`src/rtl/nn_ctrl_pkg.sv`:
```
`default_nettype none
// ============================================================================
// Module      : nn_ctrl_pkg
// Description : Shared state encoding and helpers for the layer sequencer.
// Revision    : 1.0 - initial release
// ============================================================================
package nn_ctrl_pkg;

    typedef enum logic [1:0] {
        IDLE    = 2'd0,
        ACCUM   = 2'd1,
        CAPTURE = 2'd2,
        DRAIN   = 2'd3
    } seq_state_e;

    // A counter addressing n items needs at least one bit even when n == 1.
    function automatic int clog2_min1(input int n);
        return (n < 2) ? 1 : $clog2(n);
    endfunction

    // LSB of neuron k inside the packed neuron output bus.
    function automatic int word_lsb(input int k, input int dw);
        return k * dw;
    endfunction

endpackage
`default_nettype wire

```
`src/rtl/layer_sequencer_if.sv`:
```
`default_nettype none
// ============================================================================
// Module      : layer_sequencer_if
// Description : Upstream stream, neuron control bus and downstream stream.
// Revision    : 1.0 - initial release
// ============================================================================
interface layer_sequencer_if #(
    parameter int NUM_NEURONS = 10,
    parameter int DATA_WIDTH  = 16,
    parameter int IDX_WIDTH   = nn_ctrl_pkg::clog2_min1(NUM_NEURONS)
);
    logic [DATA_WIDTH-1:0]             s_data;
    logic                              s_valid;
    logic                              s_ready;
    logic [DATA_WIDTH-1:0]             n_data;
    logic                              n_freeze;
    logic                              n_pause;
    logic [NUM_NEURONS*DATA_WIDTH-1:0] n_out;
    logic [DATA_WIDTH-1:0]             m_data;
    logic [IDX_WIDTH-1:0]              m_index;
    logic                              m_valid;
    logic                              m_ready;
    logic                              m_last;
    logic                              busy;
    logic                              layer_done;

    modport master (
        input  s_data, s_valid, n_out, m_ready,
        output s_ready, n_data, n_freeze, n_pause,
               m_data, m_index, m_valid, m_last, busy, layer_done
    );

    modport slave (
        output s_data, s_valid, n_out, m_ready,
        input  s_ready, n_data, n_freeze, n_pause,
               m_data, m_index, m_valid, m_last, busy, layer_done
    );
endinterface
`default_nettype wire

```
`src/rtl/layer_out_buffer.sv`:
```
`default_nettype none
// ============================================================================
// Module      : layer_out_buffer
// Description : Parallel-load bank of neuron outputs, drained one word per handshake.
// Revision    : 1.0 - initial release
// ============================================================================
module layer_out_buffer
    import nn_ctrl_pkg::*;
#(
    parameter int NUM_NEURONS = 10,
    parameter int DATA_WIDTH  = 16,
    parameter int IDX_WIDTH   = clog2_min1(NUM_NEURONS)
) (
    input  wire logic                              clk,
    input  wire logic                              rst,
    input  wire logic                              i_load,
    input  wire logic [NUM_NEURONS*DATA_WIDTH-1:0] i_bank,
    input  wire logic                              i_en,
    input  wire logic                              i_ready,
    output logic      [DATA_WIDTH-1:0]             o_data,
    output logic      [IDX_WIDTH-1:0]              o_index,
    output logic                                   o_last,
    output logic                                   o_last_hs
);

    localparam logic [IDX_WIDTH-1:0] c_LAST_IDX = IDX_WIDTH'(NUM_NEURONS - 1);

    logic [DATA_WIDTH-1:0] r_bank [NUM_NEURONS];
    logic [IDX_WIDTH-1:0]  r_idx;
    logic                  w_hs;
    logic                  w_last;

    // The bank has no reset: it is always overwritten before it is drained.
    always_ff @(posedge clk) begin
        if (i_load) begin
            for (int k = 0; k < NUM_NEURONS; k++) begin
                r_bank[k] <= i_bank[word_lsb(k, DATA_WIDTH) +: DATA_WIDTH];
            end
        end
    end

    assign w_last = (r_idx == c_LAST_IDX);
    assign w_hs   = i_en & i_ready;

    always_ff @(posedge clk) begin
        if (rst) begin
            r_idx <= '0;
        end else if (w_hs) begin
            r_idx <= w_last ? '0 : r_idx + 1'b1;
        end
    end

    assign o_data    = r_bank[r_idx];
    assign o_index   = r_idx;
    assign o_last    = w_last;
    assign o_last_hs = w_hs & w_last;

endmodule
`default_nettype wire

```
`src/rtl/layer_sequencer.sv`:
```
`default_nettype none
// ============================================================================
// Module      : layer_sequencer
// Description : Drives one fully-connected layer through accumulate, capture, drain.
// Revision    : 1.0 - initial release
// ============================================================================
module layer_sequencer
    import nn_ctrl_pkg::*;
#(
    parameter int NUM_NEURONS = 10,
    parameter int NUM_INPUTS  = 784,
    parameter int DATA_WIDTH  = 16
) (
    input  wire logic         clk,
    input  wire logic         rst,
    layer_sequencer_if.master bus
);

    localparam int BEAT_WIDTH = clog2_min1(NUM_INPUTS);
    localparam int IDX_WIDTH  = clog2_min1(NUM_NEURONS);

    localparam logic [1:0] ST_IDLE    = IDLE;
    localparam logic [1:0] ST_ACCUM   = ACCUM;
    localparam logic [1:0] ST_CAPTURE = CAPTURE;
    localparam logic [1:0] ST_DRAIN   = DRAIN;

    localparam logic [BEAT_WIDTH-1:0] c_LAST_BEAT = BEAT_WIDTH'(NUM_INPUTS - 1);

    logic [1:0]            r_state;
    logic [BEAT_WIDTH-1:0] r_beat_cnt;
    logic                  r_done;
    logic                  w_s_hs;
    logic                  w_last_hs;
    logic                  w_drain;
    logic [DATA_WIDTH-1:0] w_m_data;
    logic [IDX_WIDTH-1:0]  w_m_index;
    logic                  w_m_last;

    assign w_s_hs  = (r_state == ST_ACCUM) & bus.s_valid;
    assign w_drain = (r_state == ST_DRAIN);

    always_ff @(posedge clk) begin
        if (rst) begin
            r_state    <= ST_IDLE;
            r_beat_cnt <= '0;
            r_done     <= 1'b0;
        end else begin
            r_done <= w_last_hs;
            case (r_state)
                ST_IDLE: begin
                    // Entering ACCUM first keeps the beat pending so the
                    // neurons see it with freeze already released.
                    if (bus.s_valid) begin
                        r_state <= ST_ACCUM;
                    end
                end
                ST_ACCUM: begin
                    if (w_s_hs) begin
                        if (r_beat_cnt == c_LAST_BEAT) begin
                            r_beat_cnt <= '0;
                            r_state    <= ST_CAPTURE;
                        end else begin
                            r_beat_cnt <= r_beat_cnt + 1'b1;
                        end
                    end
                end
                ST_CAPTURE: begin
                    r_state <= ST_DRAIN;
                end
                ST_DRAIN: begin
                    if (w_last_hs) begin
                        r_state <= ST_IDLE;
                    end
                end
                default: begin
                    r_state <= ST_IDLE;
                end
            endcase
        end
    end

    layer_out_buffer #(
        .NUM_NEURONS (NUM_NEURONS),
        .DATA_WIDTH  (DATA_WIDTH),
        .IDX_WIDTH   (IDX_WIDTH)
    ) u_out_buffer (
        .clk       (clk),
        .rst       (rst),
        .i_load    (r_state == ST_CAPTURE),
        .i_bank    (bus.n_out),
        .i_en      (w_drain),
        .i_ready   (bus.m_ready),
        .o_data    (w_m_data),
        .o_index   (w_m_index),
        .o_last    (w_m_last),
        .o_last_hs (w_last_hs)
    );

    // Pause tracks s_valid combinationally so only real handshakes accumulate.
    always_comb begin
        bus.s_ready  = (r_state == ST_ACCUM);
        bus.n_freeze = (r_state != ST_ACCUM);
        bus.n_pause  = (r_state == ST_ACCUM) ? ~bus.s_valid : 1'b1;
        bus.n_data   = (r_state == ST_ACCUM) ? bus.s_data : '0;
    end

    assign bus.m_valid    = w_drain;
    assign bus.m_data     = w_m_data;
    assign bus.m_index    = w_m_index;
    assign bus.m_last     = w_drain & w_m_last;
    assign bus.busy       = (r_state != ST_IDLE);
    assign bus.layer_done = r_done;

endmodule
`default_nettype wire
```
`src/flat_wrapper.sv`:
```
// flat-port wrapper written by rule: the top's interface ports become plain ports
module layer_sequencer_flat import nn_ctrl_pkg::*;
#(
    parameter int NUM_NEURONS = 10,
    parameter int NUM_INPUTS  = 784,
    parameter int DATA_WIDTH  = 16
)
  (clk, rst, bus_s_data, bus_s_valid, bus_n_out, bus_m_ready, bus_s_ready, bus_n_data, bus_n_freeze, bus_n_pause, bus_m_data, bus_m_index, bus_m_valid, bus_m_last, bus_busy, bus_layer_done);
  layer_sequencer_if #(.NUM_NEURONS(NUM_NEURONS), .DATA_WIDTH(DATA_WIDTH)) bus_i ();
  input  wire logic clk;
  input  wire logic rst;
  input wire logic [$bits(bus_i.s_data)-1:0] bus_s_data;
  input wire logic [$bits(bus_i.s_valid)-1:0] bus_s_valid;
  input wire logic [$bits(bus_i.n_out)-1:0] bus_n_out;
  input wire logic [$bits(bus_i.m_ready)-1:0] bus_m_ready;
  output wire logic [$bits(bus_i.s_ready)-1:0] bus_s_ready;
  output wire logic [$bits(bus_i.n_data)-1:0] bus_n_data;
  output wire logic [$bits(bus_i.n_freeze)-1:0] bus_n_freeze;
  output wire logic [$bits(bus_i.n_pause)-1:0] bus_n_pause;
  output wire logic [$bits(bus_i.m_data)-1:0] bus_m_data;
  output wire logic [$bits(bus_i.m_index)-1:0] bus_m_index;
  output wire logic [$bits(bus_i.m_valid)-1:0] bus_m_valid;
  output wire logic [$bits(bus_i.m_last)-1:0] bus_m_last;
  output wire logic [$bits(bus_i.busy)-1:0] bus_busy;
  output wire logic [$bits(bus_i.layer_done)-1:0] bus_layer_done;
  assign bus_i.s_data = bus_s_data;
  assign bus_i.s_valid = bus_s_valid;
  assign bus_i.n_out = bus_n_out;
  assign bus_i.m_ready = bus_m_ready;
  assign bus_s_ready = bus_i.s_ready;
  assign bus_n_data = bus_i.n_data;
  assign bus_n_freeze = bus_i.n_freeze;
  assign bus_n_pause = bus_i.n_pause;
  assign bus_m_data = bus_i.m_data;
  assign bus_m_index = bus_i.m_index;
  assign bus_m_valid = bus_i.m_valid;
  assign bus_m_last = bus_i.m_last;
  assign bus_busy = bus_i.busy;
  assign bus_layer_done = bus_i.layer_done;
  layer_sequencer #(.NUM_NEURONS(NUM_NEURONS), .NUM_INPUTS(NUM_INPUTS), .DATA_WIDTH(DATA_WIDTH)) u_core (.clk(clk), .rst(rst), .bus(bus_i));
endmodule
```
`config.mk`:
```
export PLATFORM = sky130hd
export DESIGN_NAME = layer_sequencer_flat
export DESIGN_NICKNAME = d
export VERILOG_FILES = /design/src/rtl/nn_ctrl_pkg.sv /design/src/rtl/layer_sequencer_if.sv /design/src/rtl/layer_out_buffer.sv /design/src/rtl/layer_sequencer.sv /design/src/flat_wrapper.sv
export SDC_FILE = /design/constraint.sdc
export NUM_CORES = 1
export LEC_CHECK = 0
export CORE_ASPECT_RATIO = 1.25
export CORE_MARGIN = 4
export CORE_UTILIZATION = 50
export DETAILED_ROUTE_END_ITERATION = 16
export PLACE_DENSITY = 0.95
export REMOVE_ABC_BUFFERS = 1
export SYNTH_ARGS = -nofsm -noshare
export SYNTH_HDL_FRONTEND = slang
export SYNTH_SLANG_ARGS = --single-unit
```
`constraint.sdc`:
```
create_clock -name clk -period 9.1 [get_ports clk]
set_clock_uncertainty 0.1 [all_clocks]
set_input_delay 0.91 -clock clk [delete_from_list [all_inputs] [get_ports clk]]
set_output_delay 0.91 -clock clk [all_outputs]
set_load 0.05 [all_outputs]
```
== Yosys cells after proc, flatten, opt, wreduce, memory -nomap -nowiden ==
Memory sizes are Yosys's and may differ from the RTL's. A register that Yosys moved wholly into a read port is not among the register bits.
Cells that the tools add are included.
Word-level totals
  RAM bits: 160
  memories: 1
  input bits: 180
  ROM bits: 0
  register bits: 17
  output and inout port bits: 43
  logic and storage cells: 39
  bits in latches: 0
Memories
  u_core.u_out_buffer.r_bank: depth 10, width 16, rd ports 1, clocked after memory_dff 1, write ports 10, RTL line layer_out_buffer.sv:28  | logic [DATA_WIDTH-1:0] r_bank [NUM_NEURONS];
Operators by class
  equality and inequality tests: 10
  bitwise gates (word level): 5
  $add $sub $neg: 2
  mux-type cells: 13
  reductions and logical operators: 4
  div/mod/pow operators: 0
  shifts and indexed selects: 0
  $lt $le $gt $ge: 0
  multipliers: 0
Operator list (number)
  two-way mux 16 bit: 1
  two-way mux 4 bit: 3
  adder 10 x 1 -> 10 bit (second input constant): 1
  == test 10 bit (second input constant): 1
  two-way mux 10 bit: 1
  two-way mux 2 bit: 4
  inequality test 2 x 1 -> 1 bit (second input constant): 4
  case mux 2 bit (4 select lines): 1
  adder 4 x 1 -> 4 bit (second input constant): 1
  AND 1 bit: 4
  == test 2 bit (second input constant): 2
  == test 4 bit (second input constant): 1
  AND reduction 4 bit: 1
  two-way mux 1 bit: 3
  == test 2 x 1 -> 1 bit (second input constant): 1
  logical NOT 2 bit: 1
  inequality test 2 bit (second input constant): 1
  AND reduction 2 bit: 1
  nonzero test 2 bit: 1
  NOT 1 bit: 1

== Depth between registers and ports, before layout ==
Gate-level depths: netlist (run 1).
  word-level depth: 5
  mapped depth: 7
  mapped depth without buffers: 6

== Cells and area by module ==
From an unflattened synthesis (run 1), not the netlist that was laid out.
Second synthesis, totals
  cell total of the unflattened synthesis: 447
  area total of the unflattened synthesis: 7292.0 um2
Modules (own cells, without submodules)
  layer_out_buffer: sequential area each 4964.8 um2, cells each 352, times used 1, area each 6503.7 um2
  layer_sequencer: sequential area each 260.2 um2, cells each 95, times used 1, area each 788.3 um2

== Worst setup path before layout (run 1) ==
No wires, ideal clock.
  kind: reg-to-reg
  start point: register u_core.r_state[0]
  end point: memory u_core.u_out_buffer.r_bank[0][0], enable pin
  period minus slack after synthesis: 4.811 ns
  setup slack: 4.289 ns
  buffers on the path: 0
  stages on the path, launching flop included: 3
  arrival: 4.171 ns
  required time: 8.459 ns
  library setup time: 0.541 ns
  cell sequence: dfxtp_1 inv_1 ha_1
RTL lines
  start, declared: RTL line layer_sequencer.sv:29  | logic [1:0] r_state;
  start signal, assigned: RTL line layer_sequencer.sv:44  | r_state <= ST_IDLE;
  start signal, assigned: RTL line layer_sequencer.sv:54  | r_state <= ST_ACCUM;
  start signal, assigned: RTL line layer_sequencer.sv:61  | r_state <= ST_CAPTURE;
  end, declared: RTL line layer_out_buffer.sv:28

==> results of run 1 <==
==> registers in the layout, indices dropped and copies added (netlist names), named ones only <==
register and flops:
u_core.u_out_buffer.r_bank 160, u_core.bus.layer_done 1, u_core.r_beat_cnt 10, u_core.r_state 2, u_core.u_out_buffer.o_index 4
==> critical path, cell delays in order, from the launching register on <==
cell,delay [ns]
sky130_fd_sc_hd__dfxtp_4,0.99
sky130_fd_sc_hd__mux4_2,0.59
sky130_fd_sc_hd__nor2b_1,0.14
sky130_fd_sc_hd__a211oi_1,0.28
sky130_fd_sc_hd__a21oi_1,0.08
sky130_fd_sc_hd__clkdlybuf4s50_1,0.72
==> through the flow <==
stage / hold slack (ns) / cells / instance area, um2 / power (mW)
floorplan: 0.343 / 377 / 7050 / 1.54
global placement: 0.357 / 777 / 9530 / 1.72
detailed placement: 0.387 / 777 / 9530 / 1.75
CTS: 0.396 / 809 / 10100 / 2.43
global route: 0.413 / 809 / 10100 / 2.51
finish: 0.398 / 809 / 10100 / 2.41
==> how the worst max path moves through the flow <==
stage	from	to	slack, ns
after global routing	register	bus_m_data[13]	4.63
after global placement	register	bus_m_data[15]	5.31
after CTS	register	bus_m_data[13]	4.77
after floorplan	u_core.r_state[0]	u_core.u_out_buffer.r_bank[0][0]	4.29
after detailed placement	register	bus_m_data[13]	5.21
final	register	bus_m_data[13]	4.85
==> where the power goes <==
part | internal [mW] | total (mW) | switching, mW
clock network | 0.372 | 0.682 | 0.310
logic | 0.229 | 0.566 | 0.336
registers | 1.11 | 1.17 | 0.0520
==> synth_stat cells, types with 3 or more instances <==
cell type | number | area, um2
sky130_fd_sc_hd__clkbuf_1 | 9 | 33.8
sky130_fd_sc_hd__dfxtp_1 | 21 | 420
sky130_fd_sc_hd__nand3_1 | 6 | 30.0
sky130_fd_sc_hd__edfxtp_1 | 160 | 4800
sky130_fd_sc_hd__nand2b_1 | 3 | 18.8
sky130_fd_sc_hd__ha_1 | 6 | 75.1
sky130_fd_sc_hd__xor2_1 | 5 | 43.8
sky130_fd_sc_hd__and2_1 | 17 | 106
sky130_fd_sc_hd__a21oi_1 | 21 | 105
sky130_fd_sc_hd__o21ai_0 | 3 | 15.0
sky130_fd_sc_hd__nor3_1 | 4 | 20.0
sky130_fd_sc_hd__mux4_2 | 32 | 721
sky130_fd_sc_hd__nand4_1 | 4 | 25.0
sky130_fd_sc_hd__nor2b_1 | 18 | 113
sky130_fd_sc_hd__a211oi_1 | 15 | 113
sky130_fd_sc_hd__buf_2 | 5 | 25.0
sky130_fd_sc_hd__xnor2_1 | 4 | 35.0
sky130_fd_sc_hd__inv_1 | 5 | 18.8
sky130_fd_sc_hd__mux2i_1 | 18 | 180
sky130_fd_sc_hd__nand2_1 | 9 | 33.8
sky130_fd_sc_hd__nor2_1 | 12 | 45.0
==> per-layer routing <==
metal | vias to the layer above | share of wire
met5 | - | 0
met4 | 0 | 0.016
met3 | 20 | 0.071
met2 | 186 | 0.56
met1 | 2141 | 0.35
li1 | 2009 | -
==> layout make-up <==
cell class              count  area, um2  share of cell area
clock buffers              20        458              0.0454
clock inverters            12       91.3             0.00906
flip-flops and latches    181       5230               0.519
well taps                 175        219              0.0217
repair buffers            225       2240               0.223
multi-input cells         191       1820               0.180
inverters                   5       18.8             0.00186
==> cell families after synthesis <==
group	synth area share
AOI/OAI and AO/OA	0.0387
xor gates and xnor gates	0.0110
adders and majority gates	0.0105
buffers and inverters	0.0173
DFF	0.730
muxes	0.126
and+or+nand+nor	0.0661
==> impl_summary.txt, run 1 <==
----------------------------------------------------
[Outcome]
  Result of the run ... complete, no violations

[Routing]
  Vias per Instance ... 5.38
  Post-DRT Antenna Nets ... 0
  Initial drt markers ... 378
  Number of detailed-routing iterations run before antenna repair ... 4
  Drt drc ... 0
  Total routed wirelength ... 16.9 mm
  Vias post-DR ... 4356
  Wirelength per Cell ... 20.8 um

[Yosys]
  Sequential cell area fraction in the yosys report ... 0.730
  Most frequently used flop master after synthesis ... sky130_fd_sc_hd__edfxtp_1
  Seq cells post-synth ... 181
  Post-synthesis instance area ... 0.00715 mm2
  Post-synth ARST share ... 0
  Syn_area_per_cell ... 18.1 um2
  Post-Syn Instances ... 395
  Netlist cell types ... 34
  Synthesis warning total ... 0
  Number of enable-type register cells in the synthesized netlist ... 160

[Power and ir drop]
  Worst vdd rail ir drop ... 170 uV
  Reported leakage power ... 3.28 nW
  Total power density per cell area ... 239 mW/mm2

[Critical path]
  Type of element launching the critical path ... register
  CP endpoint kind ... output pin
  Largest driver fanout on the critical path ... 48
  Worst reg-to-reg setup slack ... 6.25 ns
  Reg-to-Reg End ... u_core.u_out_buffer.r_bank[5][4]
  Worst Reg2Reg Path Length in Cells ... 3
  Signal arrival time at the worst endpoint ... 3.24 ns
  Kind of critical path ... reg2out
  Data required time of the worst path ... 8.09 ns
  Reg2Reg Launch Point ... u_core.r_state[0]

[Place]
  Post-place setup slack ... 5.21 ns
  Number of I/O port buffers ... 222
  Detailed Place HPWL ... 12.1 mm
  Placer's final routability congestion estimate ... 0.797

[CTS]
  Clock slew seen by the registers of the worst setup and hold paths ... 0.07 ns
  Number of instances resized during post-cts repair ... 0
  Number of buffers added to fix hold violations after cts ... 0
  Maximum root-to-sink buffer count ... 2
  Total number of clock tree sinks ... 181
  Root buffer cell ... sky130_fd_sc_hd__clkbuf_16
  Number of buffers added by the clock tree synthesis step ... 17
  Number of levels in the clock H-tree ... 4
  Clock tree from TritonCTS ... built
  Number of setup buffers added after CTS ... 0
  Clock latency on the worst-skew pair ... 0.40 ns

[STA]
  Maximum clock rate ... 235 MHz
  Transition at the pin with the smallest max-transition slack ... 1.28 ns
  Final sum of negative setup slack ... 0 ns
  Portion of the clock cycle consumed by the worst path in the final layout ... 0.467
  Total setup violations reported at the end of the flow ... 0
  Final count of pins violating max slew ... 0
  Max-Slew Margin vs Limit ... 0.149
  Least setup slack across all paths after layout ... 4.85 ns
  Final Critical Period ... 4.25 ns
  Final hold violations ... 0
  Unrepaired setup endpoints after global routing ... no

[Min path]
  End point of the worst hold path ... u_core.r_beat_cnt[1]
  Hold path startpoint ... u_core.r_beat_cnt[1]
  Count of cells along the worst hold path ... 2
  Worst min-delay path category ... reg2reg

[Global routing]
  Initial antenna violation count ... 0
  Pin count of the biggest net entering global routing ... 99
  Number of global-route vias before repair ... 4883
  Total gr overflow ... 0
  Met1 Use GR ... 0.233
  Met2 Resource Use GR ... 0.389
  GR Util met3 ... 0.0538
  Total Routing Usage GR ... 0.209
  First-pass GRT wire length ... 25.5 mm
  Layer carrying the most global-route usage ... met2

[Run]
  Max_cap viols ... 0

[Final layout]
  Most frequent cells in the layout ... 222 x sky130_fd_sc_hd__clkdlybuf4s50_1, 160 x sky130_fd_sc_hd__edfxtp_1, 32 x sky130_fd_sc_hd__mux4_2, 21 x sky130_fd_sc_hd__a21oi_1, 19 x sky130_fd_sc_hd__dfxtp_1
  Fill cells ... 875
  Share of layout cells above drive strength 1 ... 0.109
  Fin nets ... 807
  Ant. Diodes ... 0
  Layout overhead on the synthesized area ... 40.9%
  Commonest non-fill, non-tap cell in the layout ... sky130_fd_sc_hd__clkdlybuf4s50_1
  Core occupancy in the finished layout ... 0.723

[Floorplan]
  Die Footprint ... 0.0163 mm2
  Starting Density ... 0.513
  Die span in x ... 115 um
  Floorplan row count ... 48
  Die height ... 142 um
  Floorplan core area ... 0.0139 mm2
  I/O pin count ... 223

----------------------------------------------------
Note: power is estimated with default switching activity, not from simulation.
==> inputs of run 2 (changes only) <==
Settings changed: CORE_UTILIZATION 50 to 47, PLACE_DENSITY 0.95 to 0.92.
Clock period 9.1 ns to 4.04 ns, I/O delays scaled along.
==> impl_summary.txt, run 2 (synthesis gave the netlist of run 1 again) <==
----------------------------------------------------
[Routing]
  Number of detailed-routing iterations run before antenna repair ... 5
  Drt drc ... 0
  Wirelength per Cell ... 20.1 um
  Total routed wirelength ... 16.4 mm
  Post-DRT Antenna Nets ... 0
  Vias per Instance ... 5.37
  Vias post-DR ... 4398
  Initial drt markers ... 391

[STA]
  Max-Slew Margin vs Limit ... 0.448
  Final count of pins violating max slew ... 0
  Total setup violations reported at the end of the flow ... 0
  Unrepaired setup endpoints after global routing ... no
  Maximum clock rate ... 278 MHz
  Final Critical Period ... 3.60 ns
  Final hold violations ... 0
  Worst slack on hold paths ... 0.401 ns
  Portion of the clock cycle consumed by the worst path in the final layout ... 0.892
  Transition at the pin with the smallest max-transition slack ... 0.828 ns

[Floorplan]
  Die span in x ... 118 um
  Floorplan core area ... 0.0150 mm2
  I/O pin count ... 223
  Starting Density ... 0.478
  Die height ... 146 um
  Floorplan row count ... 50
  Die Footprint ... 0.0173 mm2

[Power and ir drop]
  Clock Power Share ... 0.278
  Sequential group share of total power ... 0.482
  Total power density per cell area ... 534 mW/mm2
  Internal power ... 3.87 mW
  Logic gate share of total power ... 0.240
  Proportion of total power due to net switching ... 0.284
  NetSw ... 1.54 mW
  Design Power ... 5.41 mW
  Reported leakage power ... 3.29 nW
  Worst vdd rail ir drop ... 334 uV

[Global routing]
  Pin count of the biggest net entering global routing ... 63
  Total gr overflow ... 0
  Initial antenna violation count ... 0
  Number of global-route vias before repair ... 4930
  Total Routing Usage GR ... 0.195
  First-pass GRT wire length ... 25.7 mm

[Critical path]
  Largest delay share family, worst path ... buffers and inverters
  Standard cell with the maximum stage delay on the critical path ... sky130_fd_sc_hd__clkdlybuf4s50_1
  Slowest Stage Delay on Critical Path ... 0.72 ns
  Reg2Reg Launch Point ... u_core.r_state[1]
  Kind of critical path ... reg2out
  Largest driver fanout on the critical path ... 26
  Signal arrival time at the worst endpoint ... 3.10 ns
  Total buffers and inverters traversed by the critical path ... 2
  CP endpoint kind ... output pin
  Data required time of the worst path ... 3.54 ns
  Type of element launching the critical path ... register
  Crit path cell chain ... buf_12 -> mux4_2 -> nor2b_1 -> a211oi_1 -> a21oi_1 -> clkdlybuf4s50_1

[Place]
  Number of I/O port buffers ... 222
  DP Cell Count ... 787
  Placed standard-cell area ... 0.00959 mm2
  Placer's final routability congestion estimate ... 0.818
  Detailed Place HPWL ... 11.9 mm

[Final layout]
  Final Non-Filler Cells ... 819
  Fin nets ... 810
  Ant. Diodes ... 0
  Commonest non-fill, non-tap cell in the layout ... sky130_fd_sc_hd__clkdlybuf4s50_1
  Most frequent cells in the layout ... 222 x sky130_fd_sc_hd__clkdlybuf4s50_1, 160 x sky130_fd_sc_hd__edfxtp_1, 32 x sky130_fd_sc_hd__mux4_2, 21 x sky130_fd_sc_hd__a21oi_1, 19 x sky130_fd_sc_hd__dfxtp_1
  Final cell area excluding filler cells ... 0.0101 mm2
  Core occupancy in the finished layout ... 0.677
  Layout overhead on the synthesized area ... 41.6%
  Share of layout cells above drive strength 1 ... 0.110
  Largest register FFs ... 160
  Register with the most flip-flops ... u_core.u_out_buffer.r_bank

[Outcome]
  Result of the run ... complete, no violations

[CTS]
  Number of buffers added to fix hold violations after cts ... 0
  Number of setup buffers added after CTS ... 0
  Total number of clock tree sinks ... 181
  Clock tree from TritonCTS ... built
  Number of instances resized during post-cts repair ... 0
  Number of buffers added by the clock tree synthesis step ... 17
  Maximum root-to-sink buffer count ... 2
  Clock slew seen by the registers of the worst setup and hold paths ... 0.06 ns
  Root buffer cell ... sky130_fd_sc_hd__clkbuf_16
  Number of levels in the clock H-tree ... 4
  Clock latency on the worst-skew pair ... 0.42 ns

[Min path]
  Worst min-delay path category ... reg2reg
  Hold path startpoint ... u_core.r_beat_cnt[0]

[Run]
  Max_cap viols ... 0

----------------------------------------------------
==> run 2: power groups by stage <==
stage,logic [mW],clock network (mW),registers [mW]
2_1_floorplan,0.788,0,2.69
3_3_place_gp,1.27,0,2.62
3_5_place_dp,1.31,0,2.65
4_1_cts,1.31,1.54,2.61
5_1_grt,1.38,1.62,2.64
6_report,1.30,1.50,2.61
==> run 2: path summary, 6_finish.rpt <==
| path | cells after the start | endpoint | slack [ns] |
|---|---|---|---|
| setup / recovery | 6 | bus_m_data[4] | 0.44 |
| hold / removal | 2 | u_core.r_beat_cnt[0] | 0.40 |
| setup reg to reg | 6 | u_core.r_beat_cnt[9] | 1.66 |
| hold reg to reg | 2 | u_core.r_beat_cnt[0] | 0.40 |
==> run 2: worst register-to-register path: cells and delay by family (launching register included) <==
| family | cells | cell delay [ns] |
|---|---|---|
| adders and majority gates | 1 | 0.55 |
| DFF | 1 | 0.35 |
| buffers and inverters | 1 | 0.12 |
| and+or+nand+nor | 3 | 1.01 |
| AOI/OAI and AO/OA | 1 | 0.18 |
==> run 2: cell type report <==
cell class / count / area (um2)
Timing Repair Buffer: 228 / 2290
Inverter: 5 / 18.8
Multi-Input combinational cell: 191 / 1820
Sequential cell: 181 / 5230
Fill cell: 967 / 4820
Tap cell: 182 / 228
Clock inverter: 14 / 114
Clock buffer: 18 / 429
==> run 2: per-layer routing <==
layer | vias up | part of all wire | GRT usage
li1 | 2022 | - | -
met2 | 184 | 0.54 | 0.345
met4 | 0 | 0.024 | 0.0745
met3 | 30 | 0.062 | 0.0537
met1 | 2162 | 0.38 | 0.226
met5 | - | 0 | 0
==> run 2: stage by stage <==
| step | setup TNS, ns | setup slack [ns] |
|---|---|---|
| floorplan | -124.02 | -0.771 |
| global placement | 0 | 0.864 |
| detailed placement | 0 | 0.823 |
| CTS | 0 | 0.348 |
| global route | 0 | 0.231 |
| finish | 0 | 0.437 |
